==> src/rtl/mac_pkg.sv <==
// mac_pkg: shared state encoding and term width for the MAC accumulator.
package mac_pkg;
    localparam int TERM_W = 9;
    typedef enum logic [1:0] {IDLE, ACCUM, HOLD} state_t;
endpackage

==> src/rtl/sat_adder.sv <==
// sat_adder: adds a 9-bit unsigned term to a W-bit value, clamping to all-ones on carry-out.
module sat_adder
    import mac_pkg::*;
#(
    parameter int W = 16
) (
    input  logic [W-1:0]      a_i,
    input  logic [TERM_W-1:0] b_i,
    output logic [W-1:0]      y_o,
    output logic              sat_o
);
    logic [W:0] sum_w;
    assign sum_w = {1'b0, a_i} + {{(W + 1 - TERM_W){1'b0}}, b_i};
    assign sat_o = sum_w[W];
    assign y_o   = sat_o ? '1 : sum_w[W-1:0];
endmodule

==> src/rtl/mac_accumulator.sv <==
// mac_accumulator: accumulates len {carry,sum} terms with saturation, then holds the result
// until the downstream handshake completes.
module mac_accumulator
    import mac_pkg::*;
#(
    parameter int ACC_W = 16
) (
    input  logic             clk,
    input  logic             rst_n,
    input  logic             start,
    input  logic [3:0]       len,
    input  logic             clear,
    input  logic             in_valid,
    output logic             in_ready,
    input  logic [7:0]       sum,
    input  logic             carry,
    output logic [ACC_W-1:0] acc_out,
    output logic             out_valid,
    input  logic             out_ready,
    output logic             overflow,
    output logic             busy
);
    state_t           state_q;
    logic [ACC_W-1:0] acc_q, acc_d;
    logic [4:0]       cnt_q;
    logic             ovf_q, sat_d;

    sat_adder #(.W(ACC_W)) u_add (
        .a_i   (acc_q),
        .b_i   ({carry, sum}),
        .y_o   (acc_d),
        .sat_o (sat_d)
    );

    always_ff @(posedge clk) begin
        if (!rst_n || clear) begin
            state_q <= IDLE;
            acc_q   <= '0;
            cnt_q   <= '0;
            ovf_q   <= 1'b0;
        end else begin
            case (state_q)
                IDLE: if (start) begin
                    state_q <= ACCUM;
                    acc_q   <= '0;
                    ovf_q   <= 1'b0;
                    cnt_q   <= {len == 4'd0, len};
                end
                ACCUM: if (in_valid) begin
                    acc_q   <= acc_d;
                    ovf_q   <= ovf_q | sat_d;
                    cnt_q   <= cnt_q - 5'd1;
                    if (cnt_q == 5'd1) state_q <= HOLD;
                end
                HOLD: if (out_ready) state_q <= IDLE;
                default: state_q <= IDLE;
            endcase
        end
    end

    assign in_ready  = state_q == ACCUM;
    assign out_valid = state_q == HOLD;
    assign busy      = state_q != IDLE;
    assign acc_out   = acc_q;
    assign overflow  = ovf_q;
endmodule
==> config.mk <==
export PLATFORM = sky130hd
export DESIGN_NAME = mac_accumulator
export DESIGN_NICKNAME = d
export VERILOG_FILES = /design/src/rtl/mac_pkg.sv /design/src/rtl/sat_adder.sv /design/src/rtl/mac_accumulator.sv
export SDC_FILE = /design/constraint.sdc
export NUM_CORES = 1
export LEC_CHECK = 0
export ABC_AREA = 1
export CAP_MARGIN = 20
export CELL_PAD_IN_SITES_DETAIL_PLACEMENT = 1
export CELL_PAD_IN_SITES_GLOBAL_PLACEMENT = 2
export CORE_AREA = 2 2 88 90
export CTS_BUF_LIST = sky130_fd_sc_hd__clkbuf_2 sky130_fd_sc_hd__clkbuf_4 sky130_fd_sc_hd__clkbuf_8
export DETAILED_ROUTE_END_ITERATION = 8
export DIE_AREA = 0 0 90 92
export PLACE_DENSITY = 0.85
export REMOVE_ABC_BUFFERS = 1
export SLEW_MARGIN = 20
export SYNTH_ARGS = -nofsm -noshare
export SYNTH_HDL_FRONTEND = slang
export SYNTH_SLANG_ARGS = --single-unit
==> constraint.sdc <==
create_clock -name clk -period 2 [get_ports clk]
set_clock_uncertainty 0.2 [all_clocks]
set_input_delay 0.5 -clock clk [delete_from_list [all_inputs] [get_ports clk]]
set_output_delay 0.5 -clock clk [all_outputs]
set_load 0.03 [all_outputs]
==> out/summary.txt, run 1 <==
Setup WS post-layout = -0.0568 ns
Critical Path AT = 2.07 ns
Post-synthesis adder-cell area fraction = 8.90%
Main flop type after synthesis = dfxtp_1
Layout Utilization = 40.8%
CTS H-tree depth = 1
Initial core utilization = 23.8%
Clk buf depth = 2
I/O pins = 39
Die area = 0.00828 mm^2
Die Y = 92 um
Syn. warnings = 0
Die W = 90 um
Vias per cell = 4.62
Number of max-cap violations = 0
DRC viols = 0
Post-synth EDFFs = 0
R2R Setup Slk = -0.06 ns
Clock slew at reported path FFs = 0.10 ns
Post-synth top cells = 88 x nand2_1, 35 x inv_1, 25 x a21oi_1, 24 x dfxtp_1, 23 x nor2_1
Cells after Synth = 279
Top-count cell post-synth = nand2_1
P&R area growth vs syn = 71.6%
Final min period = 2.06 ns
CTS sink cnt = 24
Pwr Density = 387 mW/mm^2
Root Driver = clkbuf_8
CP Capture Type = flop
Fin nets = 399
Synth Register Bits = 24
Routed Antenna Nets = 0
Setup tns final = -0.0909 ns
Post-synth top area share = 27.1%
Gr usage total = 15.3%
Ant diodes = 0
Grt ovf = 0
Worst vdd ir = 225 uV
TritonCTS Buffers = 3
# port buffers = 38
Hold WS = 0.316 ns
Status = finished, violations left
Static Leak = 1.43 nW
Vias in the first global route = 2248
Register area share after synthesis = 27.1%
Highest Clock Rate = 486 MHz
Critical setup path kind = reg2reg
XOR/XNOR Fraction of Synth Area = 3.46%
RSZ-0062 raised after global routing = true
# fillers = 948
Final hold violation count = 0
Final GP Congestion = 0.804
Site Rows = 32
Synth top area cells = dfxtp_1 27%, nand2_1 19%, ha_1 7.8%, inv_1 7.4%, a21oi_1 7.1%
Synth Area in Simple Gates = 34.9%
Async SR Flop Fraction = 0%
Largest fanout on the critical path = 3
Fin crit share = 103%
# hold bufs at CTS = 0
Yosys top cell by area = dfxtp_1
Pins Over Slew Limit = 0
Initial antenna violation count = 0
Least-Margin Pin Slew = 0.671 ns
Std-Cell Core Area = 0.00745 mm^2
Ratio of cells with drive above 1 in the final layout = 38.1%
Pin count of the biggest net entering global routing = 17
Startpoint types = flop
Setup violators final = 2
Vias = 2166
Total routed wirelength = 6830 um
Wirelength per Cell = 14.6 um
Compound-gate portion of the synthesized area = 15.5%
Initial DRT Pass Iterations = 4
Post-Synthesis Cell Area = 0.00177 mm^2
Final HPWL from detailed placement = 4820 um
Initial DRC Count = 54
First-pass GRT wire length = 10500 um
TritonCTS clock tree = done
Worst min path class = reg2reg
Failing checks = setup timing
Req. time, crit path = 2.01 ns
Clk Latency, worst-skew pair = 0.28 ns
Mux share of post-synthesis cell area = 0%
Post-synth cell types = 34
Avg Inst Size Synth = 6.35 um^2
Main combinational cell family by area after synthesis = simple AND/OR/NAND/NOR gates
Worst slew margin = 54.9%
## repair_timing
| item | in CTS | in global routing |
|---|---|---|
| buffers inserted | 5 | 3 |
| resized for setup | 72 | 63 |
| endpoints found under the setup margin | 35 | 19 |
| pin swaps | 15 | 40 |
## critical path, cell delays in order (launching register included)
cell	delay, ns
dfxtp_2	0.35
ha_4	0.16
fa_2	0.38
nand2_2	0.10
nand2_1	0.06
nand3b_1	0.10
nand2_2	0.11
nand2_2	0.09
nand2_2	0.07
o21ai_1	0.14
nand2_1	0.08
a21oi_2	0.13
## cell usage in the layout, fill, tap and decap left out, drive strengths merged, types with 3 or more instances in the layout
cell type       n
dlygate4sd2    19
ha             11
nand3b          3
clkdlybuf4s50   9
dlymetal6s2s    3
xor2            6
a21oi          26
dfxtp          24
clkbuf          7
o21ai          17
nor2           26
nand4           3
buf            52
nand3          15
inv            38
nand2          89
## power by group
part	switching (mW)	total, mW	internal (mW)
sequential	0.00606	0.490	0.484
combinational	0.132	0.246	0.114
clock	0.174	0.443	0.268
## final cells by class
cell class	instances	area [um^2]	share of cell area, %
clock inverter	1	30.0	0.988
sequential	24	488	16.0
inverter	38	148	4.86
tap	102	128	4.20
timing repair buffer	89	752	24.7
clock buffer	3	41.3	1.36
multi-input combinational	212	1450	47.8
## kinds of logic after synthesis
| kind of cell | after synthesis |
|---|---|
| XOR/XNOR | 7 |
| buffers and inverters | 43 |
| AO/OA/AOI/OAI | 50 |
| adder cells (fa/ha/maj) | 12 |
| AND/OR/NAND/NOR | 143 |
| flip-flops | 24 |
## per-stage QoR
stage / setup slack [ns] / cell area [um^2] / cells / power, mW
finish: -0.0568 / 3040 / 469 / 1.18
global route: -0.166 / 3040 / 469 / 1.22
CTS: -0.190 / 2830 / 466 / 1.17
detailed placement: -0.889 / 2580 / 457 / 0.718
global placement: -0.754 / 2580 / 457 / 0.715
floorplan: -0.228 / 1740 / 274 / 0.601
## registers in the layout, summed over array words and instances (netlist names)
signal and cells:
cnt_q 5, acc_out 16, state_q 2, overflow 1
## metal layers
layer  share of wire, %  vias to the layer above  track usage [%]  wire [um]
li1                   -                     1075                -          -
met1                 42                     1036             18.8       2860
met2                 53                       42             28.8       3630
met3                2.9                       13             1.73        195
met4                2.1                        0             3.46        144
met5                  0                        -                0          0
## final timing paths
path | depth (start not counted) | to | start
max reg2reg | 11 | acc_out[10] | acc_out[0]
max | 11 | acc_out[10] | acc_out[0]
min | 2 | cnt_q[3] | cnt_q[3]
min reg2reg | 2 | cnt_q[3] | cnt_q[3]
Power figures use the tool's default switching activity.
==> inputs of run 2 (changes only) <==
CAP_MARGIN = 10   (was 20)
SKIP_CTS_REPAIR_TIMING = 1   (was unset)
==> run 2 against run 1 <==
Net effect:
- the run still ends with setup timing left
- global-route usage fell by 0.73 points
- total power rose by 0.82%
- setup slack got worse by 0.0036 ns
- core utilization rose by 1.4 points
- combinational power rose by 4%
- fmax fell by 0.17%
- hold slack barely moved
- final cell count did not move
- critical path type unchanged
- critical endpoint is now acc_out[6]
==> out/summary.txt, run 2 (synthesis gave the netlist of run 1 again) <==
Vias in the first global route = 2182 (was 2248)
Initial core utilization = 23.8% (unchanged)
Ratio of cells with drive above 1 in the final layout = 36.0% (was 38.1%)
Gr usage total = 14.6% (was 15.3%)
Critical setup path kind = reg2reg (unchanged)
Commonest non-fill, non-tap cell in the layout = nand2_1 (unchanged)
Post-route insts no fill = 469 (unchanged)
CP Capture Type = flop (unchanged)
Met2 Routed Length = 3560 um (was 3630 um)
Area after DPL = 0.00258 mm^2 (unchanged)
Final min period = 2.06 ns (about the same)
I/O pins = 39 (unchanged)
Ordered cell list for the critical path = ha_4, fa_2, nand2_2, nand2_1, nand3b_1, nand2_2, buf_4, xor2_4, o21ai_2, a21oi_1 (was ha_4, fa_2, nand2_2, nand2_1, nand3b_1, nand2_2, nand2_2, nand2_2, o21ai_1, nand2_1, a21oi_2)
Routed Antenna Nets = 0 (unchanged)
Highest metal used = met4 (unchanged)
Final GP Congestion = 0.804 (unchanged)
Setup violators final = 9 (was 2)
Post-route cell area = 0.00314 mm^2 (was 0.00304 mm^2)
Final hold violation count = 0 (unchanged)
Most numerous cell on the critical path = nand2_2 (unchanged)
Largest register FFs = 16 (unchanged)
# fillers = 935 (was 948)
Most frequent cells in the layout = 71 x nand2_1, 49 x buf_4, 35 x inv_1 (was 64 x nand2_1, 47 x buf_4, 34 x inv_1)
Clk Latency, worst-skew pair = 0.28 ns (about the same)
# port buffers = 38 (unchanged)
Metal-1 WL = 2970 um (was 2860 um)
TritonCTS Buffers = 3 (unchanged)
Startpoint types = flop (unchanged)
Die area = 0.00828 mm^2 (unchanged)
Routed length on met3 = 231 um (was 195 um)
Placed insts = 457 (unchanged)
Pins Over Slew Limit = 0 (unchanged)
Pwr Density = 378 mW/mm^2 (was 387 mW/mm^2)
Area of the multi-input gates = 0.00145 mm^2 (about the same)
Grt ovf = 0 (unchanged)
Fin nets = 399 (unchanged)
CTS sink cnt = 24 (unchanged)
Highest Clock Rate = 485 MHz (was 486 MHz)
Worst min path class = reg2reg (unchanged)
Vias per cell = 4.57 (was 4.62)
Slowest-stage cell, CP = fa_2 (unchanged)
Site Rows = 32 (unchanged)
Static Leak = 1.73 nW (was 1.43 nW)
Critical Path AT = 2.04 ns (was 2.07 ns)
Least-Margin Pin Slew = 0.402 ns (was 0.671 ns)
Die Y = 92 um (unchanged)
Largest fanout on the critical path = 3 (unchanged)
Status = finished, violations left (unchanged)
P&R area growth vs syn = 77.3% (was 71.6%)
Fin crit share = 103% (about the same)
Pin count of the biggest net entering global routing = 17 (unchanged)
Setup WS post-layout = -0.0604 ns (was -0.0568 ns)
Root Driver = clkbuf_8 (unchanged)
Failing checks = setup timing (unchanged)
Initial antenna violation count = 0 (unchanged)
CTS H-tree depth = 1 (unchanged)
Register area = 485 um^2 (was 488 um^2)
Ant diodes = 0 (unchanged)
Req. time, crit path = 1.98 ns (was 2.01 ns)
Clk buf depth = 2 (unchanged)
RSZ-0062 raised after global routing = true (unchanged)
Std-Cell Core Area = 0.00745 mm^2 (unchanged)
TritonCTS clock tree = done (unchanged)
Vias = 2143 (was 2166)
Crit path buf inv count = 1 (was 0)
Clock slew at reported path FFs = 0.10 ns (about the same)
First-pass GRT wire length = 9970 um (was 10500 um)
CP top delay family = adder cells (was simple AND/OR/NAND/NOR gates)
Max incr delay on CP = 0.40 ns (was 0.38 ns)
Initial DRT Pass Iterations = 4 (unchanged)
Total routed wirelength = 6850 um (was 6830 um)
Worst slew margin = 73.0% (was 54.9%)
Die W = 90 um (unchanged)
Number of max-cap violations = 0 (unchanged)
Final HPWL from detailed placement = 4820 um (unchanged)
Worst vdd ir = 372 uV (was 225 uV)
Initial DRC Count = 58 (was 54)
DRC viols = 0 (unchanged)
Wirelength per Cell = 14.6 um (about the same)
run 2: path summary, 6_finish.rpt:
path                                 start         end  slack [ns]  depth (start not counted)
worst max register to register  acc_out[0]  acc_out[6]       -0.06                         10
worst min-delay path              cnt_q[3]    cnt_q[3]        0.32                          2
worst min register to register    cnt_q[3]    cnt_q[3]        0.32                          2
worst max-delay path            acc_out[0]  acc_out[6]       -0.06                         10
run 2: cell type report:
cell class	count	area share, %
tap	102	4.06
multi-input combinational	212	46.2
clock inverter	1	0.956
timing repair buffer	89	27.1
clock buffer	3	1.31
sequential	24	15.5
inverter	38	4.86
run 2: where the power goes:
group	internal, mW	leakage [nW]	total, mW	switching (mW)
logic	0.119	1.50	0.255	0.136
clock network	0.268	0.0357	0.442	0.174
registers	0.485	0.196	0.491	0.00620
run 2: worst min-delay path: cells and delay by family, from the launching register on:
family	cells	cell delay (ns)
flip-flops	1	0.34
AND/OR/NAND/NOR	1	0.09
AO/OA/AOI/OAI	1	0.05
run 2: metal layers:
metal / vias up / track usage, %
li1: 1071 / -
met4: 0 / 3.46
met2: 38 / 27.4
met3: 8 / 1.81
met1: 1026 / 17.7
met5: - / 0
run 2: per-stage QoR:
| stage | total power [mW] | utilization (%) | hold WS [ns] | worst slack (ns) | setup TNS, ns |
|---|---|---|---|---|---|
| final | 1.19 | 42.2 | 0.316 | -0.0604 | -0.308 |
| after global routing | 1.23 | 42.2 | 0.334 | -0.161 | -1.66 |
| after CTS | 1.16 | 35.6 | 0.313 | -0.595 | -10.53 |
| after detailed placement | 0.718 | 34.6 | 0.300 | -0.889 | -13.59 |
| after global placement | 0.715 | 34.6 | 0.294 | -0.754 | -12.06 |
| after floorplan | 0.601 | - | 0.277 | -0.228 | -2.89 |
